### src/rtl/bcd_counter_chain.sv
// bcd_counter_chain: cascaded BCD counter, runtime limit, wrap/saturate.
// Define BCD_CHAIN_DOWN_EN to enable down-counting selected by dir.
module bcd_counter_chain #(
  parameter int DIGITS = 4,
  parameter logic [4*DIGITS-1:0] RST_VAL = '0
) (
  input  logic                  clk,
  input  logic                  rst,
  input  logic                  ena,
  input  logic                  dir,
  input  logic                  mode,
  input  logic                  load,
  input  logic [4*DIGITS-1:0]   load_val,
  input  logic [4*DIGITS-1:0]   limit,
  input  logic [4*DIGITS-1:0]   match_val,
  output logic [4*DIGITS-1:0]   Qdata,
  output logic                  tc,
  output logic                  ovf,
  output logic [DIGITS-1:0]     blink
);

  localparam int W = 4 * DIGITS;

  logic [W-1:0]    q;
  logic [W-1:0]    q_nxt;
  logic [W-1:0]    ld_q;
  logic [W-1:0]    inc_q;
  logic [W-1:0]    dec_q;
  logic [DIGITS:0] cy;
  logic            tc_r;
  logic            tc_nxt;
  logic            ovf_r;
  logic            ovf_nxt;
  logic            up_term;
  logic            dn_term;
  logic            go_down;

  // Load value with any non-BCD digit forced to zero
  always_comb begin
    ld_q = load_val;
    for (int i = 0; i < DIGITS; i++) begin
      if (load_val[4*i +: 4] > 4'd9) begin
        ld_q[4*i +: 4] = 4'd0;
      end
    end
  end

  // Increment with carry resolved across every digit in one cycle
  always_comb begin
    inc_q = q;
    cy    = '0;
    cy[0] = 1'b1;
    for (int i = 0; i < DIGITS; i++) begin
      if (cy[i]) begin
        inc_q[4*i +: 4] = (q[4*i +: 4] == 4'd9) ?
                          4'd0 : q[4*i +: 4] + 4'd1;
      end
      cy[i+1] = cy[i] & (q[4*i +: 4] == 4'd9);
    end
  end

  // Terminal for up: live limit match, or all-9s above limit
  assign up_term = (q == limit) | cy[DIGITS];

`ifdef BCD_CHAIN_DOWN_EN
  logic [DIGITS:0] bw;

  // Decrement with borrow; a full borrow chain means zero
  always_comb begin
    dec_q = q;
    bw    = '0;
    bw[0] = 1'b1;
    for (int i = 0; i < DIGITS; i++) begin
      if (bw[i]) begin
        dec_q[4*i +: 4] = (q[4*i +: 4] == 4'd0) ?
                          4'd9 : q[4*i +: 4] - 4'd1;
      end
      bw[i+1] = bw[i] & (q[4*i +: 4] == 4'd0);
    end
  end

  assign go_down = dir;
  assign dn_term = bw[DIGITS];
`else
  logic unused_dir;

  assign unused_dir = dir;
  assign dec_q      = q;
  assign go_down    = 1'b0;
  assign dn_term    = 1'b0;
`endif

  // Next state: load beats step, step beats hold
  always_comb begin
    q_nxt   = q;
    tc_nxt  = 1'b0;
    ovf_nxt = ovf_r;
    if (load) begin
      q_nxt   = ld_q;
      ovf_nxt = 1'b0;
    end else if (ena) begin
      if (go_down) begin
        if (dn_term) begin
          tc_nxt = 1'b1;
          if (!mode) begin
            q_nxt   = limit;
            ovf_nxt = 1'b1;
          end
        end else begin
          q_nxt = dec_q;
        end
      end else begin
        if (up_term) begin
          tc_nxt = 1'b1;
          if (!mode) begin
            q_nxt   = '0;
            ovf_nxt = 1'b1;
          end
        end else begin
          q_nxt = inc_q;
        end
      end
    end
  end

  // State registers with asynchronous active-low clear
  always_ff @(posedge clk or negedge rst) begin
    if (!rst) begin
      q     <= RST_VAL;
      tc_r  <= 1'b0;
      ovf_r <= 1'b0;
    end else begin
      q     <= q_nxt;
      tc_r  <= tc_nxt;
      ovf_r <= ovf_nxt;
    end
  end

  // Per-digit equality against match_val for the blink LEDs
  always_comb begin
    blink = '0;
    for (int i = 0; i < DIGITS; i++) begin
      blink[i] = (q[4*i +: 4] == match_val[4*i +: 4]);
    end
  end

  assign Qdata = q;
  assign tc    = tc_r;
  assign ovf   = ovf_r;

endmodule

### config.mk
export PLATFORM = sky130hd
export DESIGN_NAME = bcd_counter_chain
export DESIGN_NICKNAME = d
export VERILOG_FILES = /design/src/rtl/bcd_counter_chain.sv
export SDC_FILE = /design/constraint.sdc
export NUM_CORES = 1
export LEC_CHECK = 0
export CAP_MARGIN = 10
export CORE_AREA = 2 2 82 84
export DETAILED_ROUTE_END_ITERATION = 6
export DIE_AREA = 0 0 84 86
export GPL_ROUTABILITY_DRIVEN = 0
export SYNTH_ARGS = -nofsm -noshare
export SYNTH_HDL_FRONTEND = slang
export SYNTH_SLANG_ARGS = --single-unit
### constraint.sdc
create_clock -name clk -period 2.2 [get_ports clk]
set_input_delay 0.33 -clock clk [delete_from_list [all_inputs] [get_ports clk]]
set_output_delay 0.33 -clock clk [all_outputs]
set_load 0.01 [all_outputs]
==> impl_results.rst <==
.. list-table::
   :header-rows: 1

   * - Metric
     - Value
   * - Outcome
     - finished clean
   * - Number of max-slew violations in the final report
     - 0
   * - Non-filler instance count after layout
     - 393
   * - Clk Latency, worst-skew pair
     - 0.26 ns
   * - Portion of the clock cycle consumed by the worst path in the final layout
     - 0.957
   * - Number of endpoints with negative hold slack in the final report
     - 0
   * - Synthesized netlist cell count
     - 214
   * - Static power due to leakage
     - 0.00133 uW
   * - Max Clock Freq
     - 475 MHz
   * - Worst vdd ir
     - 0.395 mV
   * - Reg2Reg Depth
     - 8
   * - Fraction of synthesis flops using an asynchronous set or reset pin
     - 1.00
   * - Worst clock skew on the final layout
     - 0.00587 ns
   * - Residual DRC count
     - 0
   * - Initial antenna violation count
     - 0
   * - Post-synth EDFFs
     - 0
   * - CTS tree
     - done
   * - Reg2Reg Capture Point
     - Qdata[2]
   * - Pin count of the biggest net entering global routing
     - 19
   * - Total global routing overflow
     - 0
   * - Layer with the highest usage after global routing
     - met2
   * - Final wirelength
     - 5510 um
   * - Number of distinct library cells after synthesis
     - 48
   * - Placeable core area
     - 6280 um2
   * - CTS Hold Buffers Added
     - 0
   * - Data required time of the critical path
     - 2.38 ns
   * - Net Count, Synth
     - 276
   * - Type of the tightest min-delay check
     - input pin to async pin
   * - Clock-pin slew reported for the worst setup and hold paths after clock tree synthesis
     - 0.08 ns
   * - Seq cells post-synth
     - 18
   * - Number of nets in the finished design
     - 379
   * - Final-layout setup total negative slack
     - 0 ns
   * - Starting density of the core
     - 0.294
   * - Half-perimeter wire length after placement
     - 4440 um
   * - Detailed Route Iter0 Violations
     - 65
   * - Maximum buffer depth of the clock tree
     - 2
   * - Number of maximum-capacitance violations
     - 0
   * - Most used DFF post-synth
     - sky130_fd_sc_hd__dfrtp_1
   * - Critical path class
     - input pin to flop
   * - Arrival time reported for the critical path endpoint
     - 2.28 ns
   * - Category of the worst setup path capture point
     - flop
   * - Total of warnings raised by yosys
     - 0
   * - Final critical path time including I/O delays and setup
     - 2.11 ns
   * - Met3 Track Usage GR
     - 0.0346
   * - Combined area of all synthesized cells
     - 1850 um2
   * - Fraction of final layout cells with drive strength greater than 1
     - 0.184
   * - Startpoint of the lowest-slack register-to-register path
     - Qdata[4]
   * - Startpoint type of the worst setup path
     - input pin
   * - Post-detailed-route wirelength per cell
     - 14.0 um
   * - Transition time at the pin with the least slew margin
     - 0.367 ns
   * - All-layer global routing usage
     - 0.155
   * - Synthesized area per cell
     - 8.64 um2
   * - Max_slew headroom
     - 0.754
   * - Routed vias/inst
     - 4.93
   * - Area enclosed by the die boundary
     - 7220 um2
   * - Number of CTS-inserted buffers
     - 3
   * - Setup Viol. Count Final
     - 0
   * - GR Layer Usage met1
     - 0.197
   * - Number of search-and-repair iterations in the first detailed-routing pass
     - 4
   * - Antenna Cells
     - 0
   * - # fillers
     - 637
   * - Htree depth
     - 1
   * - Area growth from synthesis to layout
     - 59.7%
   * - Number of standard-cell rows in the floorplan
     - 29
   * - Number of buffers inserted by port buffering
     - 74
   * - Share of the core filled with cells in the final layout
     - 0.470
   * - Number of ports placed on the die boundary
     - 76
   * - Placed instance count
     - 387
   * - Master cell of the clock root buffer
     - sky130_fd_sc_hd__clkbuf_8
   * - Residual antenna-violating net count after detailed routing
     - 0
   * - Vias after detailed routing
     - 1939
   * - Top fanout value on the critical path
     - 3
   * - Grt met2 use
     - 0.278
   * - Width of the die
     - 84 um
   * - Via count of the first global-routing pass
     - 1927
   * - Count of clock tree sinks
     - 18
   * - Worst reg2reg setup slack
     - 0.10 ns
   * - Height of the die
     - 86 um
   * - Global-route wire length before repair
     - 9140 um
   * - Power density normalized to cell area
     - 491 nW/um2
   * - Part of the Yosys area used for sequential elements
     - 0.244
logic make-up after synthesis:
logic type,after synthesis,synth area share
multiplexers,4,0.0271
AO/OA/AOI/OAI,50,0.196
adder cells (fa/ha/maj),8,0.0542
buffers and inverters,26,0.0806
AND/OR/NAND/NOR,73,0.229
XOR/XNOR,35,0.170
flip-flops,18,0.244
routing by layer:
metal	routed length, um	share of wire	vias to the layer above
met4	39	0.0071	0
met2	2750	0.50	56
met3	326	0.059	4
met1	2390	0.43	903
li1	-	-	976
met5	0	0	-
stage by stage:
| step | worst slack, ns | hold slack (ns) | power, uW | instance area (um2) |
|---|---|---|---|---|
| after floorplan | 0.205 | 0.0344 | 822 | 1850 |
| after global placement | -0.160 | 0.522 | 1160 | 2850 |
| after detailed placement | -0.195 | 0.531 | 1170 | 2850 |
| after CTS | 0.00299 | 0.401 | 1460 | 2900 |
| after global routing | -0.0275 | 0.431 | 1560 | 2950 |
| final | 0.0948 | 0.393 | 1450 | 2950 |
critical path, cell delays in order:
cell and delay (ns):
sky130_fd_sc_hd__clkdlybuf4s50_1 0.44, sky130_fd_sc_hd__xnor2_2 0.14, sky130_fd_sc_hd__nand4_1 0.19, sky130_fd_sc_hd__nor4_4 0.06
sky130_fd_sc_hd__buf_4 0.14, sky130_fd_sc_hd__or3_1 0.42, sky130_fd_sc_hd__o311a_1 0.39, sky130_fd_sc_hd__a221oi_2 0.17
where the power goes:
part,leakage [uW],switching (uW),internal [uW],total [uW]
clock,0.0000288,129,160,289
combinational,0.00108,326,417,742
sequential,0.000225,44.2,373,418
placed cells by master (no fill, tap or decap), drive strengths merged, types with 3 or more instances in the layout:
cell	n
a21oi	8
a22oi	4
a32oi	5
and3	3
buf	38
clkbuf	4
clkdlybuf4s50	70
dfrtp	18
dlygate4sd2	3
ha	8
inv	12
nand2	16
nand3	4
nand3b	5
nand4	4
nor2	16
nor3	4
nor3b	4
nor4	8
o21a	3
o21ai	15
xnor2	19
xor2	16
flip-flops by register name, indices dropped and copies added, names as in the netlist:
name   count
Qdata     16
ovf        1
tc         1
final cells by class:
class | count | area [um2] | area share
well taps | 77 | 96.3 | 0.0326
flip-flops and latches | 18 | 450 | 0.153
inverters | 12 | 45.0 | 0.0153
repair buffers | 112 | 1020 | 0.347
clock buffers | 4 | 55.1 | 0.0187
multi-input cells | 170 | 1280 | 0.434
Yosys cell counts, types with 2 or more instances:
cell type | count | area, um2
sky130_fd_sc_hd__nor3_1 | 4 | 20.0
sky130_fd_sc_hd__o21a_1 | 3 | 22.5
sky130_fd_sc_hd__a32oi_1 | 5 | 43.8
sky130_fd_sc_hd__xnor2_1 | 18 | 158
sky130_fd_sc_hd__nand2b_1 | 2 | 12.5
sky130_fd_sc_hd__a21oi_1 | 8 | 40.0
sky130_fd_sc_hd__a22oi_1 | 4 | 30.0
sky130_fd_sc_hd__dfrtp_1 | 18 | 450
sky130_fd_sc_hd__o21ai_2 | 2 | 17.5
sky130_fd_sc_hd__o22a_1 | 2 | 17.5
sky130_fd_sc_hd__nor2_1 | 16 | 60.1
sky130_fd_sc_hd__mux2_4 | 2 | 30.0
sky130_fd_sc_hd__o221ai_1 | 2 | 17.5
sky130_fd_sc_hd__inv_1 | 12 | 45.0
sky130_fd_sc_hd__nor4_1 | 6 | 37.5
sky130_fd_sc_hd__mux2i_1 | 2 | 20.0
sky130_fd_sc_hd__nand3b_1 | 3 | 22.5
sky130_fd_sc_hd__o21ai_0 | 13 | 65.1
sky130_fd_sc_hd__clkbuf_1 | 2 | 7.51
sky130_fd_sc_hd__nor4_2 | 2 | 25.0
sky130_fd_sc_hd__nor3b_1 | 4 | 30.0
sky130_fd_sc_hd__nand3b_4 | 2 | 40.0
sky130_fd_sc_hd__and3b_1 | 2 | 17.5
sky130_fd_sc_hd__nand2_1 | 16 | 60.1
sky130_fd_sc_hd__nor2b_1 | 2 | 12.5
sky130_fd_sc_hd__buf_6 | 5 | 56.3
sky130_fd_sc_hd__and3_1 | 3 | 18.8
sky130_fd_sc_hd__ha_1 | 8 | 100
sky130_fd_sc_hd__nand4_1 | 4 | 25.0
sky130_fd_sc_hd__buf_2 | 5 | 25.0
sky130_fd_sc_hd__xor2_1 | 16 | 140
sky130_fd_sc_hd__buf_4 | 2 | 15.0
sky130_fd_sc_hd__nand3_1 | 4 | 20.0
what timing repair did:
action	in CTS	in global routing
setup endpoints to repair	3	15
cloned	0	0
pin swaps	0	6
gates resized for setup	3	6
setup buffers	0	2
worst max-delay path by stage:
stage / from / endpoint / slack (ns) / depth (start not counted)
after global routing: Qdata[4] / Qdata[6] / -0.03 / 8
after floorplan: Qdata[5] / Qdata[5] / 0.20 / 8
after detailed placement: limit[8] / Qdata[2] / -0.20 / 8
final: limit[14] / Qdata[12] / 0.09 / 8
after CTS: Qdata[0] / blink[0] / 0.003 / 4
after global placement: limit[14] / Qdata[2] / -0.16 / 8
(Power assumes the default switching activity.)
